## src/rtl/aes_block_packer_if.sv

```systemverilog
// aes_block_packer_if: plaintext word, packed block, ciphertext block and ciphertext word handshakes.
interface aes_block_packer_if #(
  parameter int WORD_W = 32,
  parameter int WORDS = 4
);
  logic                     in_valid;
  logic                     in_ready;
  logic [WORD_W-1:0]        in_data;
  logic                     blk_valid;
  logic                     blk_ready;
  logic [WORD_W*WORDS-1:0]  blk_data;
  logic                     res_valid;
  logic                     res_ready;
  logic [WORD_W*WORDS-1:0]  res_data;
  logic                     out_valid;
  logic                     out_ready;
  logic [WORD_W-1:0]        out_data;
  modport master (
    output in_valid, in_data, blk_ready, res_valid, res_data, out_ready,
    input  in_ready, blk_valid, blk_data, res_ready, out_valid, out_data
  );
  modport slave (
    input  in_valid, in_data, blk_ready, res_valid, res_data, out_ready,
    output in_ready, blk_valid, blk_data, res_ready, out_valid, out_data
  );
endinterface

```

## src/rtl/aes_block_packer.sv

```systemverilog
// aes_block_packer: packs plaintext words into AES blocks and unpacks ciphertext blocks into words.
// Optional AES_PACK_BSWAP_EN reverses the bytes of every word on both sides.
module aes_block_packer #(
  parameter int WORD_W = 32,
  parameter int WORDS = 4
) (
  input  logic               clk,
  input  logic               reset_n,
  input  logic               clear,
  aes_block_packer_if.slave  bus,
  output logic               block_done_o,
  output logic [15:0]        blk_count_o,
  output logic               busy_o
);
  localparam int BLK_W = WORD_W * WORDS;
  localparam int CNT_W = WORDS > 1 ? $clog2(WORDS) : 1;
  localparam logic [CNT_W-1:0] LAST = CNT_W'(WORDS - 1);
  localparam logic [0:0] PK_FILL = 1'b0;
  localparam logic [0:0] PK_FULL = 1'b1;
  localparam logic [0:0] UP_IDLE = 1'b0;
  localparam logic [0:0] UP_DRAIN = 1'b1;
  logic [0:0]       pk_state;
  logic [0:0]       up_state;
  logic [CNT_W-1:0] in_cnt;
  logic [CNT_W-1:0] out_cnt;
  logic [BLK_W-1:0] pack_q;
  logic [BLK_W-1:0] shift_q;
  logic             block_done_q;
  logic [15:0]      blk_count_q;
  logic             in_hs;
  logic             blk_hs;
  logic             res_hs;
  logic             out_hs;

  function automatic logic [WORD_W-1:0] lane_swap(input logic [WORD_W-1:0] w);
    logic [WORD_W-1:0] r;
    r = w;
`ifdef AES_PACK_BSWAP_EN
    for (int i = 0; i < WORD_W / 8; i++) r[8*i +: 8] = w[WORD_W-8-8*i +: 8];
`endif
    return r;
  endfunction

  assign bus.in_ready  = pk_state == PK_FILL;
  assign bus.blk_valid = pk_state == PK_FULL;
  assign bus.blk_data  = pack_q;
  assign bus.res_ready = up_state == UP_IDLE;
  assign bus.out_valid = up_state == UP_DRAIN;
  assign bus.out_data  = lane_swap(shift_q[BLK_W-1 -: WORD_W]);
  assign in_hs  = bus.in_valid && bus.in_ready;
  assign blk_hs = bus.blk_valid && bus.blk_ready;
  assign res_hs = bus.res_valid && bus.res_ready;
  assign out_hs = bus.out_valid && bus.out_ready;
  assign block_done_o = block_done_q;
  assign blk_count_o  = blk_count_q;
  assign busy_o = in_cnt != '0 || pk_state == PK_FULL || up_state == UP_DRAIN;

  // Words shift in from the bottom, so word 0 ends up in the top lane once the block is full.
  always_ff @(posedge clk or negedge reset_n) begin
    if (!reset_n) begin
      pk_state <= PK_FILL;
      in_cnt   <= '0;
      pack_q   <= '0;
    end else if (clear) begin
      pk_state <= PK_FILL;
      in_cnt   <= '0;
      pack_q   <= '0;
    end else begin
      if (in_hs) pack_q <= {pack_q[BLK_W-WORD_W-1:0], lane_swap(bus.in_data)};
      if (in_hs) in_cnt <= in_cnt == LAST ? '0 : in_cnt + 1'b1;
      pk_state <= blk_hs ? PK_FILL : (in_hs && in_cnt == LAST) ? PK_FULL : pk_state;
    end
  end

  always_ff @(posedge clk or negedge reset_n) begin
    if (!reset_n) begin
      up_state     <= UP_IDLE;
      out_cnt      <= '0;
      shift_q      <= '0;
      block_done_q <= 1'b0;
      blk_count_q  <= '0;
    end else if (clear) begin
      up_state     <= UP_IDLE;
      out_cnt      <= '0;
      shift_q      <= '0;
      block_done_q <= 1'b0;
      blk_count_q  <= '0;
    end else begin
      shift_q      <= res_hs ? bus.res_data : out_hs ? shift_q << WORD_W : shift_q;
      out_cnt      <= res_hs ? '0 : out_hs ? (out_cnt == LAST ? '0 : out_cnt + 1'b1) : out_cnt;
      up_state     <= res_hs ? UP_DRAIN : (out_hs && out_cnt == LAST) ? UP_IDLE : up_state;
      block_done_q <= out_hs && out_cnt == LAST;
      blk_count_q  <= (out_hs && out_cnt == LAST) ? blk_count_q + 1'b1 : blk_count_q;
    end
  end
endmodule
```

## src/flat_wrapper.sv

```systemverilog
// flat-port wrapper written by rule: the top's interface ports become plain ports
module aes_block_packer_flat 
#(
  parameter int WORD_W = 32,
  parameter int WORDS = 4
)
  (clk, reset_n, clear, block_done_o, blk_count_o, busy_o, bus_in_valid, bus_in_data, bus_blk_ready, bus_res_valid, bus_res_data, bus_out_ready, bus_in_ready, bus_blk_valid, bus_blk_data, bus_res_ready, bus_out_valid, bus_out_data);
  aes_block_packer_if #(.WORD_W(WORD_W), .WORDS(WORDS)) bus_i ();
  input  logic clk;
  input  logic reset_n;
  input  logic clear;
  output logic block_done_o;
  output logic [15:0] blk_count_o;
  output logic busy_o;
  input wire logic [$bits(bus_i.in_valid)-1:0] bus_in_valid;
  input wire logic [$bits(bus_i.in_data)-1:0] bus_in_data;
  input wire logic [$bits(bus_i.blk_ready)-1:0] bus_blk_ready;
  input wire logic [$bits(bus_i.res_valid)-1:0] bus_res_valid;
  input wire logic [$bits(bus_i.res_data)-1:0] bus_res_data;
  input wire logic [$bits(bus_i.out_ready)-1:0] bus_out_ready;
  output wire logic [$bits(bus_i.in_ready)-1:0] bus_in_ready;
  output wire logic [$bits(bus_i.blk_valid)-1:0] bus_blk_valid;
  output wire logic [$bits(bus_i.blk_data)-1:0] bus_blk_data;
  output wire logic [$bits(bus_i.res_ready)-1:0] bus_res_ready;
  output wire logic [$bits(bus_i.out_valid)-1:0] bus_out_valid;
  output wire logic [$bits(bus_i.out_data)-1:0] bus_out_data;
  assign bus_i.in_valid = bus_in_valid;
  assign bus_i.in_data = bus_in_data;
  assign bus_i.blk_ready = bus_blk_ready;
  assign bus_i.res_valid = bus_res_valid;
  assign bus_i.res_data = bus_res_data;
  assign bus_i.out_ready = bus_out_ready;
  assign bus_in_ready = bus_i.in_ready;
  assign bus_blk_valid = bus_i.blk_valid;
  assign bus_blk_data = bus_i.blk_data;
  assign bus_res_ready = bus_i.res_ready;
  assign bus_out_valid = bus_i.out_valid;
  assign bus_out_data = bus_i.out_data;
  aes_block_packer #(.WORD_W(WORD_W), .WORDS(WORDS)) u_core (.clk(clk), .reset_n(reset_n), .clear(clear), .bus(bus_i), .block_done_o(block_done_o), .blk_count_o(blk_count_o), .busy_o(busy_o));
endmodule
```

## config.mk

```make
export PLATFORM = sky130hd
export DESIGN_NAME = aes_block_packer_flat
export DESIGN_NICKNAME = d
export VERILOG_FILES = /design/src/rtl/aes_block_packer_if.sv /design/src/rtl/aes_block_packer.sv /design/src/flat_wrapper.sv
export SDC_FILE = /design/constraint.sdc
export NUM_CORES = 1
export LEC_CHECK = 0
export ABC_AREA = 1
export ABC_CLOCK_PERIOD_IN_PS = 1800
export BUFFER_PORTS_ARGS = -buffer_cell sky130_fd_sc_hd__buf_2
export CORE_MARGIN = 3
export CORE_UTILIZATION = 45
export DETAILED_ROUTE_END_ITERATION = 10
export GPL_TIMING_DRIVEN = 0
export PLACE_DENSITY = 0.78
export SLEW_MARGIN = 20
export SYNTH_ARGS = -nofsm -noshare
export SYNTH_HDL_FRONTEND = slang
export SYNTH_SLANG_ARGS = --single-unit
```

## constraint.sdc

```tcl
create_clock -name clk -period 1.8 [get_ports clk]
set_input_delay 0.36 -clock clk [delete_from_list [all_inputs] [get_ports clk]]
set_output_delay 0.36 -clock clk [all_outputs]
set_load 0.02 [all_outputs]
```

==> results of run 1 <==
## power breakdown
| group | internal (mW) | switching (mW) | leakage (nW) |
|---|---|---|---|
| registers | 6.67 | 0.188 | 3.78 |
| logic | 0.841 | 1.41 | 3.89 |
| clock network | 4.74 | 2.57 | 0.584 |
## worst max path at each step
stage,from,endpoint,slack [ns],cells after the start
after floorplan,u_core.bus.blk_valid$_DFFE_PN0P_,u_core.bus.blk_data[54]$_DFFE_PN0P_,0.26,8
after global placement,reset_n,u_core.bus.blk_data[20]$_DFFE_PN0P_,-4.66,1
after detailed placement,u_core.bus.blk_valid$_DFFE_PN0P_,u_core.bus.blk_data[59]$_DFFE_PN0P_,-0.10,8
after CTS,u_core.bus.out_valid$_DFFE_PN0P_,u_core.shift_q[19]$_DFFE_PN0P_,0.01,5
after global routing,u_core.bus.blk_valid$_DFFE_PN0P_,u_core.bus.blk_data[78]$_DFFE_PN0P_,0.001,8
final,u_core.in_cnt[0]$_DFFE_PN0P_,busy_o,0.07,4
## through the flow
step	utilization, %	setup TNS [ns]	instance area, sq um	total power [mW]	cells
floorplan	-	0	12000	8.25	1296
global placement	54.1	-1292.68	14100	9.09	1978
detailed placement	54.4	-3.78	14200	9.16	1980
CTS	59.2	0	15500	16.5	2041
global route	59.5	0	15500	17.0	2047
finish	59.5	0	15500	16.4	2047
## cell usage in the layout, fill, tap and decap left out, drive strengths merged, types with 9 or more instances in the layout
master,count
buf,436
nand2,296
dfrtp,279
inv,184
o21ai,135
o211ai,96
clkbuf,69
o22ai,63
nand3,45
or2,32
nor2,30
bufinv,10
a21oi,9
## state kept, by name (all words and copies together), names as in the netlist
signal	flops
u_core.blk_count_o	16
u_core.block_done_o	1
u_core.bus.blk_data	128
u_core.bus.blk_valid	1
u_core.bus.out_valid	1
u_core.in_cnt	2
u_core.out_cnt	2
u_core.shift_q	128
## cell usage after synthesis (all sizes together)
master  number
o22ai       63
a22oi        2
buf         81
dfrtp      279
ha           4
or2         32
o211ai      96
o21ai      135
nand3       45
nor3         5
nor2        30
o32ai        1
o31ai        1
and3         2
inv        184
clkbuf      30
a21oi        9
xor2         1
nand2      296
## cells by family (layout without fill, tap and decap cells)
| kind of cell | count (synthesis) | count (layout) |
|---|---|---|
| DFF | 279 | 279 |
| buffers and inverters | 295 | 711 |
| adders and majority gates | 4 | 4 |
| xor gates and xnor gates | 1 | 1 |
| and+or+nand+nor | 410 | 410 |
| AOI/OAI and AO/OA | 307 | 307 |
## critical path: stages (launching register included)
cell and delay, ns:
dfrtp_1 0.39, inv_2 0.08, ha_4 0.14, nand3_2 0.08, buf_6 0.13
## area by class of cell
cell class              instances  share of cell area (%)
inverters                     184                    4.44
clock inverters                18                    2.28
plain buffers                 110                    4.19
flip-flops and latches        279                    44.9
multi-input cells             722                    23.8
clock buffers                  38                    5.42
repair buffers                361                    12.3
well taps                     335                    2.70
## timing repair
item	4_1_cts	5_1_grt
setup buffers	1	7
hold buffers	4	0
gates cloned	0	0
pin swaps	0	4
hold endpoints to repair	91	0
endpoints found under the setup margin	45	44
gates resized for setup	7	17
## routing by layer
layer  up-vias  track usage [%]
met3        92             6.73
met2       452             41.9
met4         4             8.43
li1       4980                -
met5         -                0
met1      5045             29.8
==> out/qor.txt, run 1 <==
RUN STATUS
--------------------------------------------------------------------------------
Status                                                              finished with violations
Violated checks                                                              DRC

CRITICAL PATH
--------------------------------------------------------------------------------
Setup slack of the worst register-to-register path                       0.11 ns
Startpoint types                                                       flip-flop
Crit. End Element                                                    output port
Capturing point of the worst reg2reg path                           u_core.shift_q[55]$_DFFE_PN0P_
Reg-to-reg critical path startpoint                                 u_core.bus.out_valid$_DFFE_PN0P_
Critical path peak fanout                                                      2
Worst Setup Path Type                                               flip-flop to output port
Worst path required time                                                 1.44 ns
Worst path arrival time                                                  1.37 ns
Length in cells of the worst reg-to-reg path                                   6

ROUTING
--------------------------------------------------------------------------------
Topmost layer with routed signal wires                                      met5
Post-DR vias/cell                                                           5.17
Via total after detailed routing                                           10573
Wl on met1                                                          14300 microns
Met2 WL                                                             17400 microns
Routed length on met3                                               3150 microns
Routed WL per cell                                                  17.6 microns
ANT nets after route                                                           0
Number of DRC markers in iteration 0                                         683
First-pass DRT Iterations                                                      8
Total detailed-routing wirelength                                   36000 microns
Count of unresolved DRC violations after routing                               2

TIMING
--------------------------------------------------------------------------------
Worst slew slack as a fraction of its limit                                53.0%
Final Worst Setup Slack                                                0.0652 ns
Clock tree skew after final layout                                    0.00717 ns
RSZ-0062 raised after global routing                                          no
Smallest hold slack                                                    0.0191 ns
Number of endpoints with negative hold slack in the final report               0
Achievable clock frequency                                             0.576 GHz
Max-slew violations                                                            0
Share of the clock period used by the worst path                           96.4%
Final critical path time including I/O delays and setup                  1.73 ns
Slew at the pin closest to its max-slew limit                           0.705 ns
Number of failing setup endpoints in the final timing report                   0

CTS
--------------------------------------------------------------------------------
Clock Path Buffers                                                             3
TritonCTS clock tree                                                         yes
Clock network latency to the later pin of the worst-skew pair            0.54 ns
Number of clock sinks seen by CTS                                            279
Cell at the root of the clock tree                                     clkbuf_16
Clock-pin transition on the worst setup and hold timing paths            0.06 ns
CTS H-Tree Depth                                                               1
Number of clock buffers inserted by TritonCTS                                 30

PWR
--------------------------------------------------------------------------------
Worst IR Drop VDD                                                       0.636 mV
Pwr/cell area                                                       1060 nW/um^2
Leakage power figure                                                     8.25 nW

DIE
--------------------------------------------------------------------------------
Area of the die                                                      28600 sq um
# rows                                                                        59
Height of the die                                                    169 microns
Placeable core region                                                26100 sq um
Io pins                                                                      349
DIE WIDTH                                                            169 microns
Initial Utilization                                                        45.9%

SYNTHESIS
--------------------------------------------------------------------------------
Synth Warn #                                                                   0
Number of synthesized register bits                                          279
Largest family of logic cells by synthesized area                   compound AO/OA/AOI/OAI gates
Synth Area in Simple Gates                                                 14.6%
Largest cells by area after synthesis                               dfrtp_1 58%, nand2_1 9.2%, o211ai_1 6.0%
Xor-xnor portion of the synthesized cell area                            0.0731%
Total nets after synthesis                                                  1467
Count of distinct cell types in the synthesized netlist                       29
Compound-cell area share of the yosys netlist                              15.6%
Area share of the largest cell type after synthesis                        58.2%
Register area share after synthesis                                        58.2%
Mean area per synthesized cell                                        9.25 sq um
Post-Synthesis Cell Area                                             12000 sq um
Synthesized-area fraction occupied by adder cells                         0.418%
Proportion of synthesized area in mux cells                                   0%
Post-synthesis cell count                                                   1296
Top cell type by total area after synthesis                              dfrtp_1

FINISH
--------------------------------------------------------------------------------
Total area of sequential cells                                        6980 sq um
Synth-to-Final Area Change                                                 29.7%
Filler cell count                                                           2205
Antenna Diode Count                                                            0
Post-layout net count                                                       1859
Fraction of final layout cells with drive strength greater than 1          31.4%
Multi-input logic area                                                3700 sq um

GLOBAL ROUTING
--------------------------------------------------------------------------------
Remaining global-route overflow                                                0
Vias in the first global route                                             10616
Maximum number of pins on one net before global-route repair                  97
Global-route usage over all layers                                         24.4%
Antenna violations before repair                                               2
Global-route wire length before repair                              56200 microns

PLACE
--------------------------------------------------------------------------------
Dpl ws                                                                 -0.101 ns
Routability congestion estimate from global placement                      0.860
Detailed placement HPWL                                             26600 microns
I/O Buffers                                                                  347

MIN PATH
--------------------------------------------------------------------------------
Cell depth of the worst min-delay path                                         3
Terminating pin of the worst hold path                              u_core.bus.blk_data[18]$_DFFE_PN0P_
Type of the most critical hold path                                 input port to flip-flop
Min-delay src                                                       bus_in_data[18]

RUN
--------------------------------------------------------------------------------
Number of max-capacitance violations reported                                  0

No activity file was read; power rests on OpenSTA's default activity.
==> inputs of run 2 (changes only) <==
- ABC_AREA: 1 -> 0
==> out/qor.txt, run 2 <==
PWR
--------------------------------------------------------------------------------------
Leakage power figure                                                           7.81 nW
Pwr/cell area                                                              920 nW/um^2
Power after layout                                                             14.5 mW
Worst IR Drop VDD                                                             0.562 mV

DIE
--------------------------------------------------------------------------------------
Placeable core region                                                      26300 sq um
Initial Utilization                                                              46.3%
# rows                                                                              59
Io pins                                                                            349
DIE WIDTH                                                                  170 microns
Height of the die                                                          170 microns
Area of the die                                                            29000 sq um

CTS
--------------------------------------------------------------------------------------
Number of clock buffers inserted by TritonCTS                                       29
Clock network latency to the later pin of the worst-skew pair                  0.54 ns
TritonCTS clock tree                                                               yes
Number of clock sinks seen by CTS                                                  279
CTS H-Tree Depth                                                                     1
Clock-pin transition on the worst setup and hold timing paths                  0.06 ns
Clock Path Buffers                                                                   3
Cell at the root of the clock tree                                           clkbuf_16

FINISH
--------------------------------------------------------------------------------------
Filler cell count                                                                 2211
Total area of sequential cells                                              6980 sq um
Final std cells w/o fill                                                          1970
Post-layout net count                                                             1780
Most common cell after layout, fill and taps aside                             nand2_1
Synth-to-Final Area Change                                                       29.5%
Multi-input logic area                                                      4620 sq um
Most used cells in the layout excluding fill and tap cells                365 x nand2_1, 356 x buf_2, 279 x dfrtp_1
Share of the core filled with cells in the final layout                          59.9%
Fraction of final layout cells with drive strength greater than 1                32.3%

CRITICAL PATH
--------------------------------------------------------------------------------------
Library cell contributing the largest single delay on the critical path        dfrtp_1
Buffers plus inverters on the worst setup path                                       2
Startpoint types                                                             flip-flop
Worst path arrival time                                                        2.26 ns
Path length in cells of the critical path                                            7
Crit. End Element                                                            flip-flop
Crit path max-delay family                                                simple AND/OR/NAND/NOR gates
Worst path required time                                                       2.25 ns
Maximum cell stage delay along the critical path                               0.42 ns
Critical Path, Cell by Cell                                               ha_4 > and4_1 > buf_6 > nand4_1 > buf_4 > or3_4 > a21oi_2
Worst Setup Path Type                                                     flip-flop to flip-flop
Length in cells of the worst reg-to-reg path                                         7
Critical path peak fanout                                                            5

ROUTING
--------------------------------------------------------------------------------------
Wl on met1                                                                14500 microns
Via total after detailed routing                                                 10611
Met2 WL                                                                   18900 microns
Routed WL per cell                                                        19.3 microns
Topmost layer with routed signal wires                                            met5
First-pass DRT Iterations                                                            5
Count of unresolved DRC violations after routing                                     0
ANT nets after route                                                                 0
Post-DR vias/cell                                                                 5.39
Total detailed-routing wirelength                                         37900 microns
Routed length on met3                                                     3230 microns
Number of DRC markers in iteration 0                                               739

GLOBAL ROUTING
--------------------------------------------------------------------------------------
Global-route usage over all layers                                               25.1%
Global-route wire length before repair                                    57600 microns
Remaining global-route overflow                                                      0
Antenna violations before repair                                                    10
Maximum number of pins on one net before global-route repair                       104
Vias in the first global route                                                   10606

MIN PATH
--------------------------------------------------------------------------------------
Type of the most critical hold path                                       input port to flip-flop
Cell depth of the worst min-delay path                                               2

RUN STATUS
--------------------------------------------------------------------------------------
Violated checks                                                           setup timing
Status                                                                    finished with violations

SYNTHESIS
--------------------------------------------------------------------------------------
Top cell type by total area after synthesis                                    dfrtp_1
Total nets after synthesis                                                        1388
Post-Synthesis Cell Area                                                   12200 sq um
Most frequent cells after synthesis                                       365 x nand2_1, 279 x dfrtp_1, 138 x a21oi_1
Count of flip-flops with a built-in enable after synthesis                           0
Post-synthesis cell count                                                         1217
Number of synthesized register bits                                                279
Area share of the largest cell type after synthesis                              57.4%
Largest cells by area after synthesis                                     dfrtp_1 57%, nand2_1 11%, mux2i_1 8.0%
Async set-reset flop share out of synthesis                                       100%
Synth Warn #                                                                         0
Most used flip-flop cell after synthesis                                       dfrtp_1
Register area share after synthesis                                              57.4%
Most frequently used cell type in the post-synthesis netlist                   nand2_1
Count of distinct cell types in the synthesized netlist                             30
Mean area per synthesized cell                                              10.0 sq um

TIMING
--------------------------------------------------------------------------------------
Share of the clock period used by the worst path                                  101%
Worst slew slack as a fraction of its limit                                      51.2%
Slew at the pin closest to its max-slew limit                                 0.733 ns
Final Worst Setup Slack                                                     -0.0165 ns
Max-slew violations                                                                  0
RSZ-0062 raised after global routing                                               yes
Final critical path time including I/O delays and setup                        1.82 ns
Smallest hold slack                                                          0.0452 ns
Number of failing setup endpoints in the final timing report                         3
Number of endpoints with negative hold slack in the final report                     0
Achievable clock frequency                                                   0.550 GHz
Clock tree skew after final layout                                           0.0134 ns

PLACE
--------------------------------------------------------------------------------------
Dpl ws                                                                       -0.443 ns
I/O Buffers                                                                        346
Detailed placement HPWL                                                   28500 microns
Number of placed cells counting well taps                                         1901
Routability congestion estimate from global placement                            0.909

RUN
--------------------------------------------------------------------------------------
Number of max-capacitance violations reported                                        0

-- run 2: cell count changes after synthesis, moves of 25 or more --
cell      change
nand2_1      +72
clkbuf_1     +26
o21ai_0     -123
o22ai_1      -63
o211ai_1     -96
a22o_1       +32
o31ai_1      +96
a21oi_1     +129
or2_2        -25
mux2i_1      +97
inv_1       -172
nand3_1      -39
-- run 2: cells by family after synthesis --
logic type	Yosys count	share of synthesized area (%)
AND/OR/NAND/NOR	417	13.5
multiplexers	99	8.17
AO/OA/AOI/OAI	275	14.4
flip-flops	279	57.4
buffers and inverters	136	5.58
XOR/XNOR	7	0.504
adder cells (fa/ha/maj)	4	0.411
-- run 2: worst reg2reg max path, delay by kind of cell (launching register included) --
| family | cells | cell delay (ns) |
|---|---|---|
| buffers and inverters | 2 | 0.33 |
| DFF | 1 | 0.42 |
| and+or+nand+nor | 3 | 0.70 |
| adders and majority gates | 1 | 0.17 |
| AOI/OAI and AO/OA | 1 | 0.12 |
-- run 2: path summary, 6_finish.rpt --
path                                                 from                                end  slack, ns
setup / recovery            u_core.out_cnt[0]$_DFFE_PN0P_  u_core.blk_count_o[9]$_DFFE_PN0P_      -0.02
hold / removal                            bus_res_data[8]      u_core.shift_q[8]$_DFFE_PN0P_       0.05
setup reg to reg            u_core.out_cnt[0]$_DFFE_PN0P_  u_core.blk_count_o[9]$_DFFE_PN0P_      -0.02
hold reg to reg            u_core.shift_q[58]$_DFFE_PN0P_     u_core.shift_q[58]$_DFFE_PN0P_       0.48
max in group asynchronous                         reset_n     u_core.shift_q[40]$_DFFE_PN0P_       0.47
min in group asynchronous                         reset_n     u_core.shift_q[31]$_DFFE_PN0P_       0.34
-- run 2: repair_timing --
action                                 in CTS  in global routing
buffers inserted                            7                  5
endpoints found under the hold margin      50                  0
setup endpoints to repair                 243                171
pin swaps                                   2                  5
resized for setup                          66                 52
cloned                                      0                  1
hold buffers                                1                  0
-- run 2: metal layers --
layer / up-vias / track usage, %
met5: - / 0
li1: 4945 / -
met2: 446 / 43.8
met1: 5125 / 29.7
met3: 91 / 6.46
met4: 4 / 9.88
-- run 2: area by class of cell --
| type | count | area share (%) |
|---|---|---|
| repair buffers | 363 | 12.4 |
| clock inverters | 10 | 0.636 |
| clock buffers | 39 | 5.10 |
| diodes | 8 | 0.127 |
| plain buffers | 128 | 5.31 |
| multi-input cells | 802 | 29.3 |
| flip-flops and latches | 279 | 44.3 |
| well taps | 335 | 2.66 |
| inverters | 6 | 0.143 |
-- run 2: stage by stage --
| stage | cell area [sq um] | setup TNS [ns] |
|---|---|---|
| after CTS | 15500 | 0 |
| after global placement | 14300 | -1367.18 |
| after global routing | 15700 | -5.88 |
| final | 15700 | -0.0305 |
| after floorplan | 12200 | 0 |
| after detailed placement | 14400 | -72.10 |
-- run 2: report_power, final --
group / total [mW] / internal (mW) / switching (mW)
clock network: 5.80 / 3.38 / 2.42
registers: 6.77 / 6.56 / 0.210
logic: 1.91 / 0.760 / 1.15
total: 14.5 / 10.7 / 3.78
